[src/rtl/video_out_pkg.sv]
// video_out_pkg
// Shared types, default timing constants and helpers for video_out_stage.
//   counter_t     : 9-bit beam/width counter
//   sync_state_e  : composite-sync separator states
//   col7_to_lin8  : 7-bit {SHADOW, C[3:0], LSB, DARK} colour to 8-bit linear
// Build option: VIDEO_OUT_SHADOW_EN enables the DARK/SHADOW arithmetic in
// col7_to_lin8; without it those two bits are ignored.
package video_out_pkg;

  typedef logic [8:0] counter_t;

  typedef enum logic [1:0] {
    IDLE   = 2'd0,
    LOWCNT = 2'd1,
    VSYNC  = 2'd2
  } sync_state_e;

  localparam counter_t H_START_DEF   = 9'd28;
  localparam counter_t H_WIDTH_DEF   = 9'd320;
  localparam counter_t V_START_DEF   = 9'd16;
  localparam counter_t V_HEIGHT_DEF  = 9'd224;
  localparam counter_t BROAD_MIN_DEF = 9'd64;
  localparam counter_t REGEN_LEN     = 9'd29;
  localparam counter_t COUNT_MAX     = 9'd511;

  function automatic counter_t sat_inc(input counter_t c);
    return (c == COUNT_MAX) ? c : c + 9'd1;
  endfunction

  // Replicating the top bits of the 5-bit value into the low bits makes
  // full scale map to 8'hFF and zero to 8'h00.
  function automatic logic [7:0] col7_to_lin8(input logic [6:0] col);
    logic [4:0] v;
    logic [7:0] lin;
`ifndef VIDEO_OUT_SHADOW_EN
    logic       unused_flags;
`endif
    v   = col[5:1];
    lin = {v, v[4:2]};
`ifdef VIDEO_OUT_SHADOW_EN
    if (col[0]) lin = (lin < 8'd8) ? 8'd0 : lin - 8'd8;
    if (col[6]) lin = lin >> 1;
`else
    unused_flags = col[6] | col[0];
`endif
    return lin;
  endfunction

endpackage

[src/rtl/video_out_stage_if.sv]
// video_out_stage_if
// Link between the top (colour path, X/Y counters) and csync_sep.
//   ce        : pixel strobe; csync_sep state moves only when ce=1. There is
//               no back-pressure: every ce-qualified sample is consumed.
//   sync_in   : composite sync, active-low, sampled on ce
//   fall      : sync_in falling edge versus previous ce sample (qualify with ce)
//   vsync     : separator currently in VSYNC (drives VSYNC_OUT)
//   vsync_end : ce cycle on which VSYNC is being left
//   hsync     : registered active-high horizontal sync
//   state     : separator state, for debug/observation
interface video_out_stage_if;
  import video_out_pkg::*;

  logic        ce;
  logic        sync_in;
  logic        fall;
  logic        vsync;
  logic        vsync_end;
  logic        hsync;
  sync_state_e state;

  modport master (
    output ce, sync_in,
    input  fall, vsync, vsync_end, hsync, state
  );

  modport slave (
    input  ce, sync_in,
    output fall, vsync, vsync_end, hsync, state
  );
endinterface

[src/rtl/video_out_stage_csync_sep.sv]
// csync_sep
// Composite-sync separator: edge detection, low-pulse width counter,
// IDLE/LOWCNT/VSYNC state machine, regenerated HSYNC during vertical sync.
// Ports: clk, rst (async, active-high), sif (video_out_stage_if.slave).
// Parameter BROAD_MIN: low width (pixels) that marks a vertical broad pulse.
module csync_sep
  import video_out_pkg::*;
#(
  parameter counter_t BROAD_MIN = BROAD_MIN_DEF
) (
  input logic              clk,
  input logic              rst,
  video_out_stage_if.slave sif
);

  sync_state_e state_q, state_d;
  counter_t    width_q, width_d;
  counter_t    regen_q, regen_d;
  counter_t    width_inc;
  logic        prev_q;
  logic        hsync_q, hsync_d;
  logic        fall, rise;

  assign fall      = prev_q & ~sif.sync_in;
  assign rise      = ~prev_q & sif.sync_in;
  assign width_inc = sat_inc(width_q);

  always_ff @(posedge clk or posedge rst) begin
    if (rst) begin
      state_q <= IDLE;
      width_q <= '0;
      regen_q <= '0;
      prev_q  <= 1'b1;
      hsync_q <= 1'b0;
    end else if (sif.ce) begin
      state_q <= state_d;
      width_q <= width_d;
      regen_q <= regen_d;
      prev_q  <= sif.sync_in;
      hsync_q <= hsync_d;
    end
  end

  always_comb begin
    state_d = state_q;
    width_d = width_q;
    regen_d = regen_q;

    // regen_d counts pixels since the last falling edge (1..REGEN_LEN),
    // 0 once the regenerated pulse is over.
    if (fall) begin
      regen_d = 9'd1;
    end else if (regen_q == REGEN_LEN) begin
      regen_d = '0;
    end else if (regen_q != '0) begin
      regen_d = regen_q + 9'd1;
    end

    case (state_q)
      IDLE: begin
        if (fall) begin
          state_d = LOWCNT;
          width_d = 9'd1;
        end
      end
      LOWCNT: begin
        if (rise) begin
          state_d = IDLE;
        end else begin
          width_d = width_inc;
          if (width_inc >= BROAD_MIN) state_d = VSYNC;
        end
      end
      VSYNC: begin
        // A new pulse restarts the width count without leaving VSYNC; only
        // a short (equalising/line) pulse ends vertical sync.
        if (fall) begin
          width_d = 9'd1;
        end else if (rise) begin
          if (width_q < BROAD_MIN) state_d = IDLE;
        end else if (!sif.sync_in) begin
          width_d = width_inc;
        end
      end
      default: state_d = IDLE;
    endcase

    hsync_d = (state_d == VSYNC) ? (regen_d != '0) : ~sif.sync_in;
  end

  assign sif.fall      = fall;
  assign sif.vsync     = (state_q == VSYNC);
  assign sif.vsync_end = sif.ce & (state_q == VSYNC) & (state_d != VSYNC);
  assign sif.hsync     = hsync_q;
  assign sif.state     = state_q;

endmodule

[src/rtl/video_out_stage.sv]
// video_out_stage
// Pixel-rate back end: 7-bit colour to 8-bit linear RGB, sync separation,
// beam counters and active-window flag. All state moves on VIDEO_CE only;
// outputs are registered on the CE edge of the sample they describe.
// Ports: CLK_24M, RESET (async, active-high), VIDEO_CE, VIDEO_R/G/B (7b),
//   VIDEO_SYNC (active-low) in; R8/G8/B8, HSYNC_OUT, VSYNC_OUT, DE,
//   PIX_X, PIX_Y, LINE_LEN out.
// Build option: VIDEO_OUT_SHADOW_EN enables DARK/SHADOW colour arithmetic.
module video_out_stage
  import video_out_pkg::*;
#(
  parameter counter_t H_START   = H_START_DEF,
  parameter counter_t H_WIDTH   = H_WIDTH_DEF,
  parameter counter_t V_START   = V_START_DEF,
  parameter counter_t V_HEIGHT  = V_HEIGHT_DEF,
  parameter counter_t BROAD_MIN = BROAD_MIN_DEF
) (
  input  logic       CLK_24M,
  input  logic       RESET,
  input  logic       VIDEO_CE,
  input  logic [6:0] VIDEO_R,
  input  logic [6:0] VIDEO_G,
  input  logic [6:0] VIDEO_B,
  input  logic       VIDEO_SYNC,
  output logic [7:0] R8,
  output logic [7:0] G8,
  output logic [7:0] B8,
  output logic       HSYNC_OUT,
  output logic       VSYNC_OUT,
  output logic       DE,
  output logic [8:0] PIX_X,
  output logic [8:0] PIX_Y,
  output logic [8:0] LINE_LEN
);

  video_out_stage_if sif ();

  assign sif.ce      = VIDEO_CE;
  assign sif.sync_in = VIDEO_SYNC;

  csync_sep #(
    .BROAD_MIN (BROAD_MIN)
  ) u_csync_sep (
    .clk (CLK_24M),
    .rst (RESET),
    .sif (sif)
  );

  sync_state_e unused_state;
  assign unused_state = sif.state;

  counter_t x_q, x_d;
  counter_t y_q, y_d;
  counter_t x_off, y_off;
  logic     line_seen_q;
  logic     de_d;

  always_comb begin
    x_d = sif.fall ? '0 : sat_inc(x_q);
    y_d = y_q;
    if (sif.vsync_end) begin
      y_d = '0;
    end else if (sif.fall && !sif.vsync) begin
      y_d = sat_inc(y_q);
    end
  end

  // Unsigned wrap makes positions before the window start fail the compare.
  assign x_off = x_d - H_START;
  assign y_off = y_d - V_START;
  assign de_d  = (x_off < H_WIDTH) && (y_off < V_HEIGHT);

  assign VSYNC_OUT = sif.vsync;
  assign HSYNC_OUT = sif.hsync;

  always_ff @(posedge CLK_24M or posedge RESET) begin
    if (RESET) begin
      x_q         <= '0;
      y_q         <= '0;
      line_seen_q <= 1'b0;
      LINE_LEN    <= '0;
      DE          <= 1'b0;
      PIX_X       <= '0;
      PIX_Y       <= '0;
      R8          <= '0;
      G8          <= '0;
      B8          <= '0;
    end else if (VIDEO_CE) begin
      x_q <= x_d;
      y_q <= y_d;
      // The first edge after reset only starts a line; the count up to it
      // is not a complete line, so it is not reported.
      if (sif.fall) begin
        line_seen_q <= 1'b1;
        if (line_seen_q) LINE_LEN <= sat_inc(x_q);
      end
      DE    <= de_d;
      PIX_X <= de_d ? x_off : '0;
      PIX_Y <= de_d ? y_off : '0;
      R8    <= de_d ? col7_to_lin8(VIDEO_R) : 8'd0;
      G8    <= de_d ? col7_to_lin8(VIDEO_G) : 8'd0;
      B8    <= de_d ? col7_to_lin8(VIDEO_B) : 8'd0;
    end
  end

endmodule

[config.mk]
export PLATFORM = sky130hd
export DESIGN_NAME = video_out_stage
export DESIGN_NICKNAME = d
export VERILOG_FILES = /design/src/rtl/video_out_pkg.sv /design/src/rtl/video_out_stage_if.sv /design/src/rtl/video_out_stage_csync_sep.sv /design/src/rtl/video_out_stage.sv
export SDC_FILE = /design/constraint.sdc
export NUM_CORES = 1
export LEC_CHECK = 0
export ABC_CLOCK_PERIOD_IN_PS = 3900
export CORE_AREA = 2 2 99 173
export DETAILED_ROUTE_END_ITERATION = 10
export DIE_AREA = 0 0 101 175
export SETUP_SLACK_MARGIN = 0.3
export SYNTH_ARGS = -nofsm -noshare
export SYNTH_HDL_FRONTEND = slang
export SYNTH_SLANG_ARGS = --single-unit
export TNS_END_PERCENT = 50
[constraint.sdc]
create_clock -name CLK_24M -period 3.9 [get_ports CLK_24M]
set_input_delay 0.975 -clock CLK_24M [delete_from_list [all_inputs] [get_ports CLK_24M]]
set_output_delay 0.975 -clock CLK_24M [all_outputs]
set_load 0.02 [all_outputs]
After elaboration in Yosys (flattened, before gate mapping)

Index checks and enable logic that the tools add are counted.

Flip-flop bits (word level): 93
Bits of input ports: 25
Word-level logic and storage cells: 81

Add/subtract/negate cells: 6
$lt $le $gt $ge: 4
Equality and inequality tests: 12
Multiplexer cells: 28
Bitwise operators: 6
Reductions and logical operators: 10

Operators with widths:

| cell                  | count |
|---|---|
| $mux W9               | 16 |
| $add A9 B1 Y9 const B | 4 |
| $eq A9 B9 Y1 const B  | 3 |
| $pmux W9 S3           | 1 |
| $mux W8               | 3 |
| $reduce_bool A9 Y1    | 2 |
| $sub A9 B5 Y9 const B | 2 |
| $mux W2               | 6 |
| $eq A9 B5 Y1 const B  | 1 |
| $ge A9 B7 Y1 const B  | 1 |
| $lt A9 B7 Y1 const B  | 1 |
| $lt A9 B8 Y1 const B  | 1 |
| $lt A9 B9 Y1 const B  | 1 |
| $ne A2 B2 Y1 const B  | 3 |
| $ne A3 B3 Y1 const B  | 2 |
| $pmux W2 S3           | 1 |
| $reduce_and A6 Y1     | 1 |
| $and A1 B1 Y1         | 4 |
| $eq A2 B2 Y1 const B  | 2 |
| $reduce_and A3 Y1     | 1 |
| $reduce_bool A3 Y1    | 1 |
| $eq A2 B1 Y1 const B  | 1 |
| $logic_and A1 B1 Y1   | 2 |
| $logic_not A2 Y1      | 1 |
| 4 further kinds       | 5 |

Logic depth before layout (Yosys ltp)

Depth in word-level cells: 13
Mapped depth: 16
Mapped depth without buffers: 13

Hierarchy

Synthesis repeated with hierarchy kept, for this count alone.

Cell total of the unflattened synthesis: 536
Area total of the unflattened synthesis: 5119.9 um^2

Modules (own cells, without submodules):

| module          | instances | cells each | area an instance (um^2) |
|---|---|---|---|
| video_out_stage | 1         | 339        | 3517.1 |
| csync_sep       | 1         | 197        | 1602.8 |

Worst setup path before layout

Ideal clock, no wire load.

Path kind: input to register
Start point: input VIDEO_SYNC
End point: register PIX_X[0]
Library setup time: 0.121 ns
Arrival: 3.340 ns
Required time: 3.779 ns
Slack: 0.439 ns
Cell stages on the path: 13
Buffers on the path: 5
Cells stage by stage: buf_2 -> nor2b_1 -> clkbuf_1 -> clkbuf_1 -> nor2_1 -> ha_1 -> and2_1 -> o31ai_1 -> nand3_1 -> o211a_1 -> buf_6 -> buf_6 -> a22o_1

RTL lines:

| element              | line                            | source |
|---|---|---|
| start, declared      | video_out_stage.sv:24           | `input logic VIDEO_SYNC,` |
| $not A1 Y1           | video_out_stage_csync_sep.sv:24 | `assign fall = prev_q & ~sif.sync_in;` |
| $and A1 B1 Y1        | video_out_stage_csync_sep.sv:24 |  |
| $mux W9              | video_out_stage.sv:59           | `x_d = sif.fall ? '0 : sat_inc(x_q);` |
| named net x_d[2]     | video_out_stage.sv:52           | `counter_t x_q, x_d;` |
| $sub A9 B5 Y9        | video_out_stage.sv:69           | `assign x_off = x_d - H_START;` |
| $lt A9 B9 Y1         | video_out_stage.sv:71           | `assign de_d = (x_off < H_WIDTH) && (y_off < V_HEIGHT);` |
| $logic_and A1 B1 Y1  | video_out_stage.sv:71           |  |
| $mux W9              | video_out_stage.sv:98           | `PIX_X <= de_d ? x_off : '0;` |
| end signal, assigned | video_out_stage.sv:98           |  |
| end, declared        | video_out_stage.sv:31           | `output logic [8:0] PIX_X,` |

The timed path passes the listed nets, and every way through them passes these cells.
A chain may end at the register's enable or synchronous reset.

Worst setup path in the final report

Start point: register x_q[1]
End point: register G8[4]

Longest elaborated chain between the ends: 7

RTL lines:

| element                                              | line                   | source |
|---|---|---|
| start, declared                                      | video_out_stage.sv:52  |  |
| start signal, assigned                               | video_out_stage.sv:78  | `x_q <= '0;` |
| start signal, assigned                               | video_out_stage.sv:89  | `x_q <= x_d;` |
| $add A9 B1 Y9 / $eq A9 B9 Y1 (equally long branches) | video_out_pkg.sv:27    | `return (c == COUNT_MAX) ? c : c + 9'd1;` |
| $mux W9 (*)                                          | video_out_pkg.sv:27    |  |
| $mux W9 (*)                                          | video_out_stage.sv:59  |  |
| named net x_d[2]                                     | video_out_stage.sv:52  |  |
| $sub A9 B5 Y9 (*)                                    | video_out_stage.sv:69  |  |
| $lt A9 B9 Y1 (*)                                     | video_out_stage.sv:71  |  |
| $logic_and A1 B1 Y1 (*)                              | video_out_stage.sv:71  |  |
| $mux W8 (*)                                          | video_out_stage.sv:101 | `G8 <= de_d ? col7_to_lin8(VIDEO_G) : 8'd0;` |
| end signal, assigned                                 | video_out_stage.sv:101 |  |
| end, declared                                        | video_out_stage.sv:26  | `output logic [7:0] G8,` |

The timed path passes the listed nets; every way through them passes the cells marked *.

==> key figures <==
Status
  • Status: finished, final reports clean

Die
  • Die height: ~180 um
  • Die Span X: 101 um
  • Die ar.: 17680 um^2
  • Core area: 16290 um^2
  • Initial Util: around 30%
  • # rows: a little over 60
  • I/O Pins: 79

Worst setup path
  • CP top delay family: simple AND/OR/NAND/NOR gates
  • Worst setup startpoint: x_q[1]$_DFFE_PP0P_
  • CP Cell Sequence: ha_2 -> nand4_1 -> nor2_4 -> nor2_1 -> nor2_1 -> ha_1 -> inv_1 -> a2111o_1 -> nor3_1 -> nand4_1 -> o211ai_1 -> o211a_1 -> buf_6 -> a22o_1
  • RR Endpoint: G8[4]$_DFFE_PP0P_
  • Setup CP Type: flop to flop
  • Flop-to-flop setup slack: 590 ps
  • Critical Path Stages: 14
  • WP data required: 4180 ps
  • Slowest cell on the critical path: dfrtp_1
  • CP endpoint: G8[4]$_DFFE_PP0P_
  • Worst R2R Start: x_q[1]$_DFFE_PP0P_
  • Worst Setup End Kind: flop
  • Maximum fanout along the worst path: 28
  • Crit-path max cell delay: 480 ps
  • CP arrival: 3590 ps
  • Worst R2R Path Depth: 14
  • Buffers & Inverters on Critical Path: 2
  • Worst setup SP type: flop

Placed design
  • GP Congestion: 0.8551
  • Area after DPL: 5684 um^2
  • Cells after DPL: 747
  • Port Buf Inserts: 72
  • Final HPWL DP: 9066 um

Clock tree
  • Clk slew on worst S/H paths: around 70 ps
  • Post-CTS sizing: 0
  • Clk buf depth: 2
  • Total CTS buffers: 9
  • Hold Buf Count CTS: 0
  • H-tree Lvls: 3
  • CTS tree: done
  • CTS root buffer: clkbuf_16
  • Clk_lat worst skew: around 340 ps
  • CTS Sinks: 84
  • Postcts setup bufs: 0

STA
  • Final TNS setup: 0 ps
  • Unrepaired setup endpoints after global routing: false
  • Clk_skew: about 6.7 ps
  • Fin crit period: roughly 3300 ps
  • Max transition margin: 47.29%
  • Fin. Hold Viols: 0
  • Max Clock Freq: between 300 and 400 MHz
  • Worst slew pin tran: approximately 800 ps
  • Crit share post-route: around 85%
  • Slew Limit Fails: 0
  • Worst hold slack: 460.4 ps
  • Final setup fails: 0

Pwr
  • Peak supply drop: 0.1843 mV
  • Total power: approximately 2800 uW
  • Pleak: 0.002562 uW
  • Power Density: 463.4 nW/um^2

Logic synthesis
  • Syn Inst Count: 508
  • Post-synthesis async set-or-reset flop share: 100.0%
  • Mean Syn Cell Area: 9.502 um^2
  • Synth Register Bits: between 80 and 90
  • Syn Std Cell Area: between 4000 and 5000 um^2
  • Yosys synthesis warning count: 0
  • Prevailing post-synth register cell: dfrtp_1
  • Sequential fraction of the synthesis area: 43.57%
  • Synth unique cells: 68
  • EDFF count, synth: 0
  • Post-synth net total: 544

Final layout
  • # diodes: 0
  • P&R area growth vs syn: 24.99%
  • Final instance area: 6033 um^2
  • Net count, final: 602
  • Ratio of cells with drive above 1 in the final layout: 9.807%
  • Final cell count without fillers: 763

Route
  • Iter 0 DRT Violations: 206
  • Vias post-DR: 4214
  • Antenna viol nets, final: 0
  • DR pass1 iterations: 5
  • Total wire length: roughly 13000 um
  • Avg Vias per Cell: 5.523
  • WL per Instance: 16.46 um
  • DRC: 0

Global route
  • Global route overflow: 0
  • GRT Total Usage: 14.35%
  • First-pass GRT wire length: 20430 um
  • Initial antenna violation count: 0
  • Pin count of the biggest net entering global routing: 53
  • Vias in the first global route: 4153

Job
  • MaxCap Viol Count: 0

Min path
  • Tightest Hold Check Type: flop to flop
==> worst min-delay path by stage <==
| stage | from | to | slack [ps] | cells after the start |
|---|---|---|---|---|
| 6_report | line_seen_q$_DFFE_PP0P_ | line_seen_q$_DFFE_PP0P_ | 460 | 1 |
| 5_1_grt | line_seen_q$_DFFE_PP0P_ | line_seen_q$_DFFE_PP0P_ | 470 | 1 |
| 4_1_cts | line_seen_q$_DFFE_PP0P_ | line_seen_q$_DFFE_PP0P_ | 460 | 1 |
| 3_5_place_dp | line_seen_q$_DFFE_PP0P_ | line_seen_q$_DFFE_PP0P_ | 450 | 1 |
| 3_3_place_gp | line_seen_q$_DFFE_PP0P_ | line_seen_q$_DFFE_PP0P_ | 440 | 1 |
| 2_1_floorplan | line_seen_q$_DFFE_PP0P_ | line_seen_q$_DFFE_PP0P_ | 430 | 1 |
==> worst reg2reg max path, stage by stage, from the launching register on <==
cell      delay, ps
dfrtp_1         480
ha_2            350
nand4_1         190
nor2_4          220
nor2_1          100
nor2_1          170
ha_1            190
inv_1            60
a2111o_1        340
nor3_1          150
nand4_1         180
o211ai_1        190
o211a_1         200
buf_6           230
a22o_1          200
==> final cells by class <==
class	count	area, um^2
flip-flops and latches	84	2105
multi-input cells	371	2459
inverters	14	53.80
well taps	192	240.2
fillers	1615	10260
repair buffers	86	842.1
clock buffers	10	239.0
clock inverters	6	95.09
==> through the flow <==
stage                     util, %  worst slack, ps
after floorplan                 -            438.9
after global placement      34.89            243.5
after detailed placement    34.89            178.4
after CTS                   36.94            339.9
after global routing        37.04            314.3
final                       37.04            586.3
==> synth_stat cells (all sizes together) (5+ instances only) <==
master   n  area share [%]
a21o     7             1.1
xnor2    9             1.6
nand4   14             1.9
xor2     5            0.91
o21ai   35             3.6
buf     26             3.6
nand2b   6            0.78
and2     7            0.91
nor2    31             2.4
nor4     5            0.96
mux2     7             1.6
ha      11             2.9
inv     13             1.0
a22o    29             5.3
nor3    10             1.1
and3    11             1.4
mux2i    6             1.2
a21oi   26             2.8
a211oi   5            0.88
nand3   15             1.6
nand2   51             4.0
clkbuf  13             1.0
o31ai   10             1.6
dfrtp   83              43
a32o     5             1.0
a31oi    6            0.78
==> flip-flops by register name, summed over array words and instances (netlist names) <==
name                   flops
u_csync_sep.regen_q        9
x_q                        9
DE                         1
R8                         5
PIX_Y                      9
u_csync_sep.sif.state      2
B8                         5
line_seen_q                1
u_csync_sep.prev_q         1
G8                         5
u_csync_sep.sif.hsync      1
u_csync_sep.width_q        9
PIX_X                      9
y_q                        9
LINE_LEN                   9
==> cells by family after synthesis <==
family | after synthesis | synth area share, %
mux | 13 | 2.877
fa+ha+maj | 11 | 2.851
simple gates | 170 | 18.33
buf+inv | 53 | 5.702
compound gates | 163 | 24.13
flops | 84 | 43.57
xor+xnor | 14 | 2.540
==> layout by cell type (no fill, tap or decap), drive strengths merged, types with 5 or more instances in the layout <==
cell	netlist	routed
a31oi	6	6
inv	13	14
xnor2	9	9
a211oi	5	5
xor2	5	5
nand2b	6	6
nor3	10	10
and2	7	7
ha	11	11
o31ai	10	10
clkbuf	13	10
a21o	7	7
nor4	5	5
mux2i	6	6
a32o	5	5
dfrtp	83	83
clkdlybuf4s50	0	72
nor2	31	31
nand4	14	14
and3	11	11
buf	26	14
a22o	29	29
o21ai	35	35
nand2	51	51
nand3	15	15
a21oi	26	26
mux2	7	7
==> layer usage <==
metal	GRT usage (%)	vias to the layer above	routed length, um	share of wire [%]
met5	0	-	0	0
met4	5.856	0	266	2.1
met3	2.840	19	519	4.1
met2	26.92	117	6893	55
met1	15.22	2070	4879	39
li1	-	2008	-	-
==> report_power, final <==
| part | switching, uW | internal [uW] |
|---|---|---|
| sequential | 153 | 973 |
| clock | 366 | 585 |
| combinational | 408 | 310 |
Note: power is estimated with default switching activity, not from simulation.
